`src/rtl/pll_clock_monitor.sv`:
```
// PLL rate monitor: counts synchronised toggle edges per reference window and qualifies clk_ok.
// Optional sticky fault latch built only when CLKMON_STICKY_EN is defined.
module pll_clock_monitor #(
  parameter int unsigned WINDOW    = 4096,
  parameter int unsigned EXP_EDGES = 512,
  parameter int unsigned TOL       = 8,
  parameter int unsigned GOOD_N    = 4,
  parameter int unsigned BAD_N     = 2,
  parameter int unsigned CNT_W     = 16
) (
  input  logic             clock_in,
  input  logic             reset_n,
  input  logic             mon_toggle,
  input  logic             fault_clr,
  output logic             clk_ok,
  output logic [CNT_W-1:0] edge_count,
  output logic             count_valid,
  output logic             fault_pulse,
  output logic             fault_sticky
);

  localparam int unsigned WIN_W = (WINDOW > 1) ? $clog2(WINDOW) : 1;
  localparam int unsigned GC_W  = $clog2(GOOD_N + 1);
  localparam int unsigned BC_W  = $clog2(BAD_N + 1);
  localparam logic [CNT_W:0] LO_LIM = (EXP_EDGES > TOL) ? (CNT_W+1)'(EXP_EDGES - TOL) : '0;
  localparam logic [CNT_W:0] HI_LIM = (CNT_W+1)'(EXP_EDGES + TOL);
  localparam logic [WIN_W-1:0] WIN_LAST = WIN_W'(WINDOW - 1);

  typedef enum logic {ACQUIRE, LOCKED} state_t;

  logic             sync1_q, sync2_q, sync3_q;
  logic [WIN_W-1:0] win_q, win_d;
  logic [CNT_W-1:0] run_q, run_d, run_inc;
  logic [CNT_W-1:0] edge_count_q, edge_count_d;
  logic             valid_q;
  logic             fault_q, fault_d;
  logic [GC_W-1:0]  good_q, good_d;
  logic [BC_W-1:0]  bad_q, bad_d;
  state_t           state_q, state_d;
  logic             edge_det, win_close, win_good;

  // The edge seen in the last window cycle is folded into the closing count via run_inc.
  always_comb begin
    edge_det     = sync2_q ^ sync3_q;
    win_close    = (win_q == WIN_LAST);
    win_d        = win_close ? '0 : win_q + 1'b1;
    run_inc      = (edge_det && (run_q != '1)) ? run_q + 1'b1 : run_q;
    run_d        = win_close ? '0 : run_inc;
    edge_count_d = win_close ? run_inc : edge_count_q;
    win_good     = ({1'b0, run_inc} >= LO_LIM) && ({1'b0, run_inc} <= HI_LIM);
  end

  always_comb begin
    state_d = state_q;
    good_d  = good_q;
    bad_d   = bad_q;
    fault_d = 1'b0;
    if (win_close) begin
      case (state_q)
        ACQUIRE: begin
          if (!win_good) begin
            good_d = '0;
          end else if (good_q == GC_W'(GOOD_N - 1)) begin
            state_d = LOCKED;
            good_d  = '0;
            bad_d   = '0;
          end else begin
            good_d = good_q + 1'b1;
          end
        end
        LOCKED: begin
          if ((run_inc == '0) || (!win_good && (bad_q == BC_W'(BAD_N - 1)))) begin
            state_d = ACQUIRE;
            fault_d = 1'b1;
            good_d  = '0;
            bad_d   = '0;
          end else if (!win_good) begin
            bad_d = bad_q + 1'b1;
          end else begin
            bad_d = '0;
          end
        end
        default: state_d = ACQUIRE;
      endcase
    end
  end

  always_ff @(posedge clock_in or negedge reset_n) begin
    if (!reset_n) begin
      sync1_q      <= 1'b0;
      sync2_q      <= 1'b0;
      sync3_q      <= 1'b0;
      win_q        <= '0;
      run_q        <= '0;
      edge_count_q <= '0;
      valid_q      <= 1'b0;
      fault_q      <= 1'b0;
      good_q       <= '0;
      bad_q        <= '0;
      state_q      <= ACQUIRE;
    end else begin
      sync1_q      <= mon_toggle;
      sync2_q      <= sync1_q;
      sync3_q      <= sync2_q;
      win_q        <= win_d;
      run_q        <= run_d;
      edge_count_q <= edge_count_d;
      valid_q      <= win_close;
      fault_q      <= fault_d;
      good_q       <= good_d;
      bad_q        <= bad_d;
      state_q      <= state_d;
    end
  end

  assign clk_ok      = (state_q == LOCKED);
  assign edge_count  = edge_count_q;
  assign count_valid = valid_q;
  assign fault_pulse = fault_q;

`ifdef CLKMON_STICKY_EN
  logic sticky_q;

  // A fault pulse outranks a simultaneous clear.
  always_ff @(posedge clock_in or negedge reset_n) begin
    if (!reset_n) begin
      sticky_q <= 1'b0;
    end else begin
      sticky_q <= fault_q | (sticky_q & ~fault_clr);
    end
  end

  assign fault_sticky = sticky_q;
`else
  logic unused_fault_clr;
  assign unused_fault_clr = fault_clr;
  assign fault_sticky     = 1'b0;
`endif

endmodule
```
`config.mk`:
```
export PLATFORM = sky130hd
export DESIGN_NAME = pll_clock_monitor
export DESIGN_NICKNAME = d
export VERILOG_FILES = /design/src/rtl/pll_clock_monitor.sv
export SDC_FILE = /design/constraint.sdc
export NUM_CORES = 1
export LEC_CHECK = 0
export CAP_MARGIN = 10
export CORE_MARGIN = 4
export CORE_UTILIZATION = 52
export DETAILED_ROUTE_END_ITERATION = 10
export PLACE_DENSITY = 0.76
export SLEW_MARGIN = 10
export SYNTH_ARGS = -nofsm -noshare
export SYNTH_HDL_FRONTEND = slang
export SYNTH_SLANG_ARGS = --single-unit
```
`constraint.sdc`:
```
create_clock -name clock_in -period 2.4 [get_ports clock_in]
set_input_delay 0.48 -clock clock_in [delete_from_list [all_inputs] [get_ports clock_in]]
set_output_delay 0.48 -clock clock_in [all_outputs]
set_load 0.02 [all_outputs]
```
# Yosys cells after proc, flatten, opt, wreduce, memory -nomap -nowiden
# Cells that the tools add are included.
# totals
word_cells,53
input_bits,4
register_bits,55
# op_classes
magnitude_cmp,2
add_sub_neg,4
n_reduce_logical,8
bitwise_logic,2
n_eq_ne,7
muxes,19
# ops
op,n
$mux W16,2
$add A16 B1 Y16 const B,1
$ge A16 B9 Y1 const B,1
$le A16 B10 Y1 const B,1
$logic_not A16 Y1,1
$ne A16 B16 Y1 const B,1
$add A12 B1 Y12 const B,1
$eq A12 B12 Y1 const B,1
$mux W12,1
$mux W3,3
$mux W2,4
$mux W1,6
$pmux W3 S2,1
$ne A2 B2 Y1 const B,2
$pmux W2 S2,1
$add A3 B1 Y3 const B,1
$eq A3 B2 Y1 const B,1
$logic_and A1 B1 Y1,3
$reduce_and A3 Y1,1
$add A2 B1 Y2 const B,1
$eq A2 B1 Y1 const B,1
$ne A2 B1 Y1 const B,1
$pmux W1 S2,1
$reduce_and A2 Y1,1
other kinds (4),4

# Depth between registers and ports, before layout
# Gate-level depths: netlist of run 1.
# logic_depth
ltp_word,11
depth_mapped,10

# Least setup slack after synthesis of run 1
# OpenSTA, ideal clock, no wires.
# synth_path
path_kind,flip-flop to flip-flop
start,register run_q[0]
end,register good_q[1]
stages_incl_launch_ff,10
t_arrival_ns,2.584
path_buffers,1
period_less_slack_ns,2.666
setup_slack_ns,-0.266
required_time_ns,2.318
cell_sequence,dfrtp_1 -> ha_1 -> nand3_1 -> o41a_1 -> buf_6 -> a31o_4 -> o41a_1 -> or3_1 -> o211a_1 -> o22ai_1
# synth_between
elab_chain_len,10
# synth_lines
element,line,source
"start, declared",33,"logic [CNT_W-1:0] run_q, run_d, run_inc;"
"start signal, assigned",106,run_q <= run_d;
branches (longest 2 deep; another with $add A16 B1 Y16),--,
$mux W16 (*),47,run_inc = (edge_det && (run_q != '1)) ? run_q + 1'b1 : run_q;
$ge A16 B9 Y1 or $le A16 B10 Y1 (tied branches),50,"win_good = ({1'b0, run_inc} >= LO_LIM) && ({1'b0, run_inc} <= HI_LIM);"
$logic_and A1 B1 Y1,50,
$logic_not A1 Y1,--,
$logic_and A1 B1 Y1,72,if ((run_inc == '0) || (!win_good && (bad_q == BC_W'(BAD_N - 1)))) begin
$logic_or A1 B1 Y1,72,
$ne A2 B1 Y1 (no line),--,
$reduce_and A2 Y1 (no line),--,
"end signal, assigned",110,good_q <= good_d;
"end, declared",37,"logic [GC_W-1:0] good_q, good_d;"
# Mark *: on every way between the ends.
# A chain may end at the register's enable or synchronous reset.

# Worst setup path in the final report of run 1
# layout_path
start,register sync3_q
end,register good_q[1]
# layout_between
elab_chain_len,10
# layout_lines
element,line,source
"start, declared",31,"logic sync1_q, sync2_q, sync3_q;"
"start signal, assigned",104,sync3_q <= sync2_q;
$xor A1 B1 Y1 (*),44,edge_det = sync2_q ^ sync3_q;
$logic_and A1 B1 Y1 (*),47,
$mux W16 (*),47,
$ge A16 B9 Y1 or $le A16 B10 Y1 (tied branches),50,
$logic_and A1 B1 Y1,50,
$logic_not A1 Y1,--,
$logic_and A1 B1 Y1,72,
$logic_or A1 B1 Y1,72,
$ne A2 B1 Y1 (no line),--,
$reduce_and A2 Y1 (no line),--,
# Mark *: on every way between the ends. The rest lies on a longest branch, timed or not.

==> summary.md, run 1 <==
| Metric | Value |
|---|---|
| Status | `complete, but fails checks` |
| Failing checks | `negative setup slack` |
| Worst-path clk slew | `about 110 ps` |
| DRC Markers | `0` |
| Layout cells sized above 1 | `0.262` |
| Clock Sinks | `55` |
| Avg WL per Cell | `roughly 14 um` |
| FF-to-FF Start | `sync3_q` |
| CTS H-tree depth | `2` |
| Critical Path AT | `2970 ps` |
| Reg2Reg Depth | `10` |
| Placer Congestion | `0.833` |
| Worst skew pair latency | `between 300 and 400 ps` |
| DRT Pass-1 Iters | `4` |
| Hold Path Class | `primary input to asynchronous set/reset pin` |
| Unique cell type count in the Yosys netlist | `49` |
| Grt total ovfl | `0` |
| Worst vdd ir | `roughly 350 uV` |
| First-pass GRT wire length | `between 10 and 15 mm` |
| Total of max-cap violations | `0` |
| Die ar. | `around 0.0065 mm^2` |
| Core area | `approximately 0.005 mm^2` |
| Crit start category | `register` |
| Setup Skew | `between 10 and 15 ps` |
| Initial antenna violation count | `0` |
| Hold_ws | `about 160 ps` |
| Syn_area_per_cell | `~9.7 um^2` |
| Post-layout util | `0.706` |
| Yosys reg bits | `between 50 and 60` |
| Vias/cell | `between 5 and 6` |
| Die Width | `a little over 80 um` |
| Asr flop ratio synth | `1.00` |
| Tmin final | `roughly 2700 ps` |
| P per Cell Area | `617 mW/mm^2` |
| Max clock buf depth | `2` |
| Synthesized cell area | `~0.0027 mm^2` |
| CP Max Fanout | `4` |
| Ranking of synthesized cells by area | `dfrtp_1 50%, nor2_1 5.1%, o21ai_0 4.6%` |
| Vias in the first global route | `around 2300` |
| Fin. Hold Viols | `0` |
| Antenna viol nets, final | `0` |
| Period utilisation layout | `1.14` |
| Vias post-DR | `roughly 2300` |
| Endpoints failing setup | `7` |
| Cell Rows | `26` |
| Max Slew Vio Count | `0` |
| Area Growth Syn to Fin | `31.7%` |
| Synth warnings | `0` |
| Fmax | `~370 MHz` |
| Die height | `80.5 um` |
| Crit path capture type | `register` |
| Most used flip-flop cell after synthesis | `dfrtp_1` |
| WS Path Type | `register to register` |
| CTS tree | `done` |
| Drt total wl | `between 5 and 6 mm` |
| Initial Util | `0.536` |
| Input/output buffers | `21` |
| Drt first-iter violations | `147` |
| Setup crit end | `good_q[1]` |
| Post-synthesis instance total | `282` |
| RSZ-0062 raised after global routing | `true` |
| Largest net degree at the start of global routing | `35` |
| Reg-to-Reg End | `good_q[1]` |
| R2R Setup Slk | `-330 ps` |
| GRT Util Overall | `0.196` |
| Post-layout worst setup margin | `-329 ps` |
| # diodes | `0` |
| Fin nets | `362` |
| Number of flops mapped to enable cells by yosys | `0` |
| Leak | `roughly 0.0016 uW` |
| Post-DP HPWL | `between 3 and 4 mm` |
| Register area share after synthesis | `0.503` |
| Worst path required time | `~2700 ps` |
| Synth area leader | `dfrtp_1` |
| Number of CTS-inserted buffers | `5` |
| Least-Margin Pin Slew | `roughly 610 ps` |
| Syn nets | `290` |
| Slew headroom | `0.594` |
| Top cell type's share of synthesized area | `0.503` |
| Root Driver | `clkbuf_8` |
| I/O pins | `24` |
| CP Launch Point | `sync3_q` |
[area by class of cell]
class / instances / area [um^2]
clock buffer: 5 / 68.8
fill: 400 / 1500
inverter: 8 / 30.0
timing repair buffer: 79 / 657
clock inverter: 3 / 27.5
tap: 70 / 87.6
multi-input combinational: 205 / 1360
sequential: 55 / 1380
[synth_stat cells, drive strengths merged (2+ instances only)]
cell and instances:
dfrtp 55, nor2 37, nand2 33, o21ai 25
nand3 15, xor2 13, buf 10, xnor2 10
and3 7, inv 7, nand4 7, nor3 7
a21oi 4, clkbuf 4, ha 4, mux2i 4
nor4 4, a21o 3, a31oi 2, nand3b 2
o211a 2, o211ai 2, o21bai 2, o31a 2
o31ai 2, o41a 2, or2 2
[state kept, by name (all words and copies together), names as in the netlist]
register and flops:
run_q 16, sync3_q 1, win_q 12, bad_q 2, clk_ok 1, sync1_q 1
fault_pulse 1, sync2_q 1, count_valid 1, edge_count 16, good_q 3
[metal layers]
metal  wire length (um)  vias to the layer above  GRT usage
met4                 82                        0     0.0372
met2               3000                       64      0.345
met1               2580                     1117      0.251
li1                   -                     1116          -
met3                300                       12     0.0370
met5                  0                        -          0
[kinds of logic after synthesis]
| family | after synthesis | share of synthesized area |
|---|---|---|
| compound gates | 53 | 0.135 |
| buf+inv | 22 | 0.0416 |
| xor+xnor | 23 | 0.0764 |
| other cells | 1 | 0.00137 |
| simple gates | 120 | 0.209 |
| mux | 4 | 0.0146 |
| fa+ha+maj | 4 | 0.0183 |
| flops | 55 | 0.503 |
[worst max-delay path, cell delays in order, from the launching register on]
cell and delay (ps):
dfrtp_1 420, xor2_2 270, o41a_1 330, buf_6 150, nand4_1 170, xor2_2 250, buf_4 150, o41a_1 180
or3_4 370, o211a_1 240, o22ai_2 130
[power breakdown]
group / internal [uW] / switching [uW] / leakage [uW]
clock network: 217 / 327 / 0.0000467
logic: 331 / 304 / 0.000865
registers: 985 / 58.4 / 0.000735
[placed cells by master (no fill, tap or decap), types with 3 or more instances in the layout]
cell             count
a21oi_1              4
xnor2_1             10
nor3_2               5
mux2i_1              4
clkbuf_8             5
clkdlybuf4s50_1     20
nor2_1              36
nor4_1               3
ha_1                 3
nand3_1             14
and3_1               6
buf_4               56
xor2_1              11
nand2_1             31
dfrtp_1             55
o21ai_0             23
inv_1                7
nand4_1              6
[repair_timing]
action                     4_1_cts  5_1_grt
pin swaps                        1        8
resized for setup                7       14
setup endpoints to repair        7        7
buffers inserted                 5        4
hold buffers                     0        0
[per-stage QoR]
step / setup slack, ps / TNS [ps] / power, uW / instances / cell area (um^2)
floorplan: -189 / -601 / 1380 / 282 / 2750
global route: -445 / -2480 / 2350 / 425 / 3600
CTS: -240 / -1130 / 2170 / 421 / 3500
global placement: -220 / -1240 / 1600 / 408 / 3330
finish: -329 / -1630 / 2220 / 425 / 3600
detailed placement: -249 / -1500 / 1620 / 408 / 3330
[how the worst min path moves through the flow]
stage	start	end	slack [ps]	depth (start not counted)
CTS	reset_n	edge_count[0]	180	1
finish	reset_n	edge_count[3]	160	1
floorplan	reset_n	bad_q[0]	180	0
global placement	sync1_q	sync2_q	340	0
detailed placement	sync1_q	sync2_q	340	0
global route	reset_n	edge_count[0]	200	1
Power figures use the tool's default switching activity.
==> inputs of run 2 (changes only) <==
--- a/config.mk
+++ b/config.mk
@@ -7,9 +7,8 @@
 export LEC_CHECK = 0
 export CAP_MARGIN = 10
 export CORE_MARGIN = 4
-export CORE_UTILIZATION = 52
+export CORE_UTILIZATION = 27
 export DETAILED_ROUTE_END_ITERATION = 10
-export PLACE_DENSITY = 0.76
 export SLEW_MARGIN = 10
 export SYNTH_ARGS = -nofsm -noshare
 export SYNTH_HDL_FRONTEND = slang
==> run 2 against run 1 <==
  * The flow still finishes with violations (negative setup slack)
  * Die area up 82%
  * Sequential share of layout area decreased by 1.3 points
  * Non-clock buffer count increased by 5
  * Count of clock-buffer cells in the layout is the same
  * Core utilization fell by 33 points
  * Register-to-register slack worse by 20 ps
  * Sequential cell count is the same
  * Cell count increased by 16%
  * Combinational power up 1%
  * Wire length up 3.2%
  * Critical endpoint unchanged
==> summary.md, run 2 (synthesis results as in run 1) <==
| Metric | Value |
|---|---|
| Layout cells sized above 1 | `0.272 (was 0.262)` |
| Commonest non-fill, non-tap cell in the layout | `buf_4 (unchanged)` |
| Core area | `0.00982 mm^2 (was 0.00511 mm^2)` |
| Largest net degree at the start of global routing | `36 (was 35)` |
| CP Max Fanout | `4 (unchanged)` |
| Least-Margin Pin Slew | `513 ps (was 609 ps)` |
| CP Launch Point | `run_q[8] (was sync3_q)` |
| R2R Setup Slk | `-350 ps (was -330 ps)` |
| Leak | `0.00167 uW (was 0.00165 uW)` |
| Antenna viol nets, final | `0 (unchanged)` |
| Crit path capture type | `register (unchanged)` |
| Post-layout worst setup margin | `-349 ps (was -329 ps)` |
| Total of max-cap violations | `0 (unchanged)` |
| Post-DP HPWL | `4.24 mm (was 3.96 mm)` |
| Hold_ws | `120 ps (was 161 ps)` |
| FF-to-FF Start | `run_q[8] (was sync3_q)` |
| Tmin final | `2750 ps (was 2730 ps)` |
| Most frequent CP cell | `nand4_1` |
| CTS H-tree depth | `2 (unchanged)` |
| Max Slew Vio Count | `0 (unchanged)` |
| Initial Util | `0.279 (was 0.536)` |
| Layout filler cell count | `1042 (was 400)` |
| Metal-1 WL | `2.75 mm (was 2.58 mm)` |
| Reg2Reg Depth | `10 (unchanged)` |
| Number of CTS-inserted buffers | `5 (unchanged)` |
| Cts hold-fix bufs | `0 (unchanged)` |
| Die height | `109 um (was 80.5 um)` |
| Setup Skew | `7.98 ps (was 10.8 ps)` |
| Area Growth Syn to Fin | `36.4% (was 31.7%)` |
| GRT Util Overall | `0.109 (was 0.196)` |
| Reg-to-Reg End | `good_q[1] (unchanged)` |
| I/O pins | `24 (unchanged)` |
| Failing checks | `negative setup slack (unchanged)` |
| DRC Markers | `0 (unchanged)` |
| Critical Path AT | `2980 ps (was 2970 ps)` |
| WS Path Type | `register to register (unchanged)` |
| Placed Cells | `473 (was 408)` |
| Drt first-iter violations | `73 (was 147)` |
| Slowest CP cell | `o41a_1 (was dfrtp_1)` |
| Crit path max-delay family | `compound AO/OA/AOI/OAI gates (unchanged)` |
| Die Width | `109 um (was 80.5 um)` |
| Fin cells | `493 (was 425)` |
| Post-layout util | `0.380 (was 0.706)` |
| Period utilisation layout | `1.15 (was 1.14)` |
| Endpoints failing setup | `7 (unchanged)` |
| Buffers plus inverters on the worst setup path | `2 (unchanged)` |
| Clock Sinks | `55 (unchanged)` |
| Grt total ovfl | `0 (unchanged)` |
| Worst skew pair latency | `310 ps (about the same)` |
| Root Driver | `clkbuf_8 (unchanged)` |
| CP Depth | `10 (unchanged)` |
| Input/output buffers | `21 (unchanged)` |
| Worst-path cell chain | `nand4_1, o41a_1, buf_6, nand4_1, xor2_2, buf_4, a21oi_4, or3_4, o211a_1, o22ai_1 (was xor2_2, o41a_1, buf_6, nand4_1, xor2_2, buf_4, o41a_1, or3_4, o211a_1, o22ai_2)` |
| Worst-path clk slew | `110 ps (about the same)` |
| Avg WL per Cell | `12.5 um (was 14.0 um)` |
| Setup TNS | `-1760 ps (was -1630 ps)` |
| Setup crit end | `good_q[1] (unchanged)` |
| Max Used Layer | `met4 (unchanged)` |
| Fmax | `364 MHz (was 366 MHz)` |
| # diodes | `0 (unchanged)` |
| Fin nets | `367 (was 362)` |
| Worst vdd ir | `313 uV (was 347 uV)` |
| Met3 Wirelength | `266 um (was 300 um)` |
| Crit start category | `register (unchanged)` |
| Worst path required time | `2630 ps (was 2650 ps)` |
| Vias/cell | `4.57 (was 5.43)` |
| Hold Path Class | `primary input to asynchronous set/reset pin (unchanged)` |
| Die ar. | `0.0118 mm^2 (was 0.00648 mm^2)` |
| Cell Rows | `36 (was 26)` |
| DRT Pass-1 Iters | `4 (unchanged)` |
| RSZ-0062 raised after global routing | `true (unchanged)` |
| Crit-path max cell delay | `550 ps (was 420 ps)` |
| Slew headroom | `0.655 (was 0.594)` |
| Vias post-DR | `2255 (was 2309)` |
| Vias in the first global route | `2248 (was 2261)` |
| CTS tree | `done (unchanged)` |
| P per Cell Area | `618 mW/mm^2 (was 617 mW/mm^2)` |
| First-pass GRT wire length | `10.4 mm (was 10.0 mm)` |
| Most frequent cells in the layout | `61 x buf_4, 55 x dfrtp_1, 36 x nor2_1 (was 56 x buf_4, 55 x dfrtp_1, 36 x nor2_1)` |
| Drt total wl | `6.16 mm (was 5.97 mm)` |
| Fin. Hold Viols | `0 (unchanged)` |
| Status | `complete, but fails checks (unchanged)` |
| Met2 Wirelength | `3.04 mm (was 3.00 mm)` |
| Tot Pwr | `2310 uW (was 2220 uW)` |
| Initial antenna violation count | `0 (unchanged)` |
| Placer Congestion | `0.868 (was 0.833)` |
| Max clock buf depth | `2 (unchanged)` |
-- run 2: cell count changes in the layout (fill, tap and decap cells not counted), sizes merged --
cell and change:
clkinv +1, inv -1, bufinv +1, buf +5
clkinvlp -1
-- run 2: area by class of cell --
class,count,area [um^2],share of cell area
multi-input cells,205,1350,0.361
clock inverters,3,47.5,0.0127
inverters,8,30.0,0.00805
well taps,133,166,0.0446
clock buffers,5,68.8,0.0184
repair buffers,84,694,0.186
flip-flops and latches,55,1380,0.369
-- run 2: report_power, final --
group / leakage, uW / switching, uW / internal (uW)
clock: 0.0000587 / 319 / 317
sequential: 0.000735 / 41.8 / 985
combinational: 0.000880 / 318 / 325
total: 0.00167 / 679 / 1630
-- run 2: how the worst min path moves through the flow --
stage	startpoint	end	slack (ps)	depth (start not counted)
floorplan	reset_n	bad_q[0]	180	0
global placement	sync1_q	sync2_q	340	0
detailed placement	sync1_q	sync2_q	340	0
CTS	reset_n	edge_count[5]	130	1
global route	reset_n	run_q[5]	140	1
finish	reset_n	edge_count[5]	120	1
-- run 2: what timing repair did --
action	4_1_cts	5_1_grt
endpoints found under the setup margin	7	7
resized for setup	14	9
buffers inserted	9	4
pin swaps	11	7
-- run 2: worst reg2reg max path, stage by stage (launching register included) --
cell and delay, ps:
dfrtp_1 400, nand4_1 220, o41a_1 550, buf_6 160, nand4_1 110, xor2_2 240
buf_4 160, a21oi_4 40, or3_4 390, o211a_1 240, o22ai_1 170
-- run 2: through the flow --
stage | cell area (um^2) | setup slack, ps
floorplan | 2750 | -189
global placement | 3430 | -240
detailed placement | 3430 | -316
CTS | 3670 | -245
global route | 3730 | -449
finish | 3730 | -349
-- run 2: layer usage --
metal	up-vias	GRT usage
met5	-	0
met3	10	0.0272
met4	0	0.0280
met1	1080	0.137
li1	1125	-
met2	40	0.189
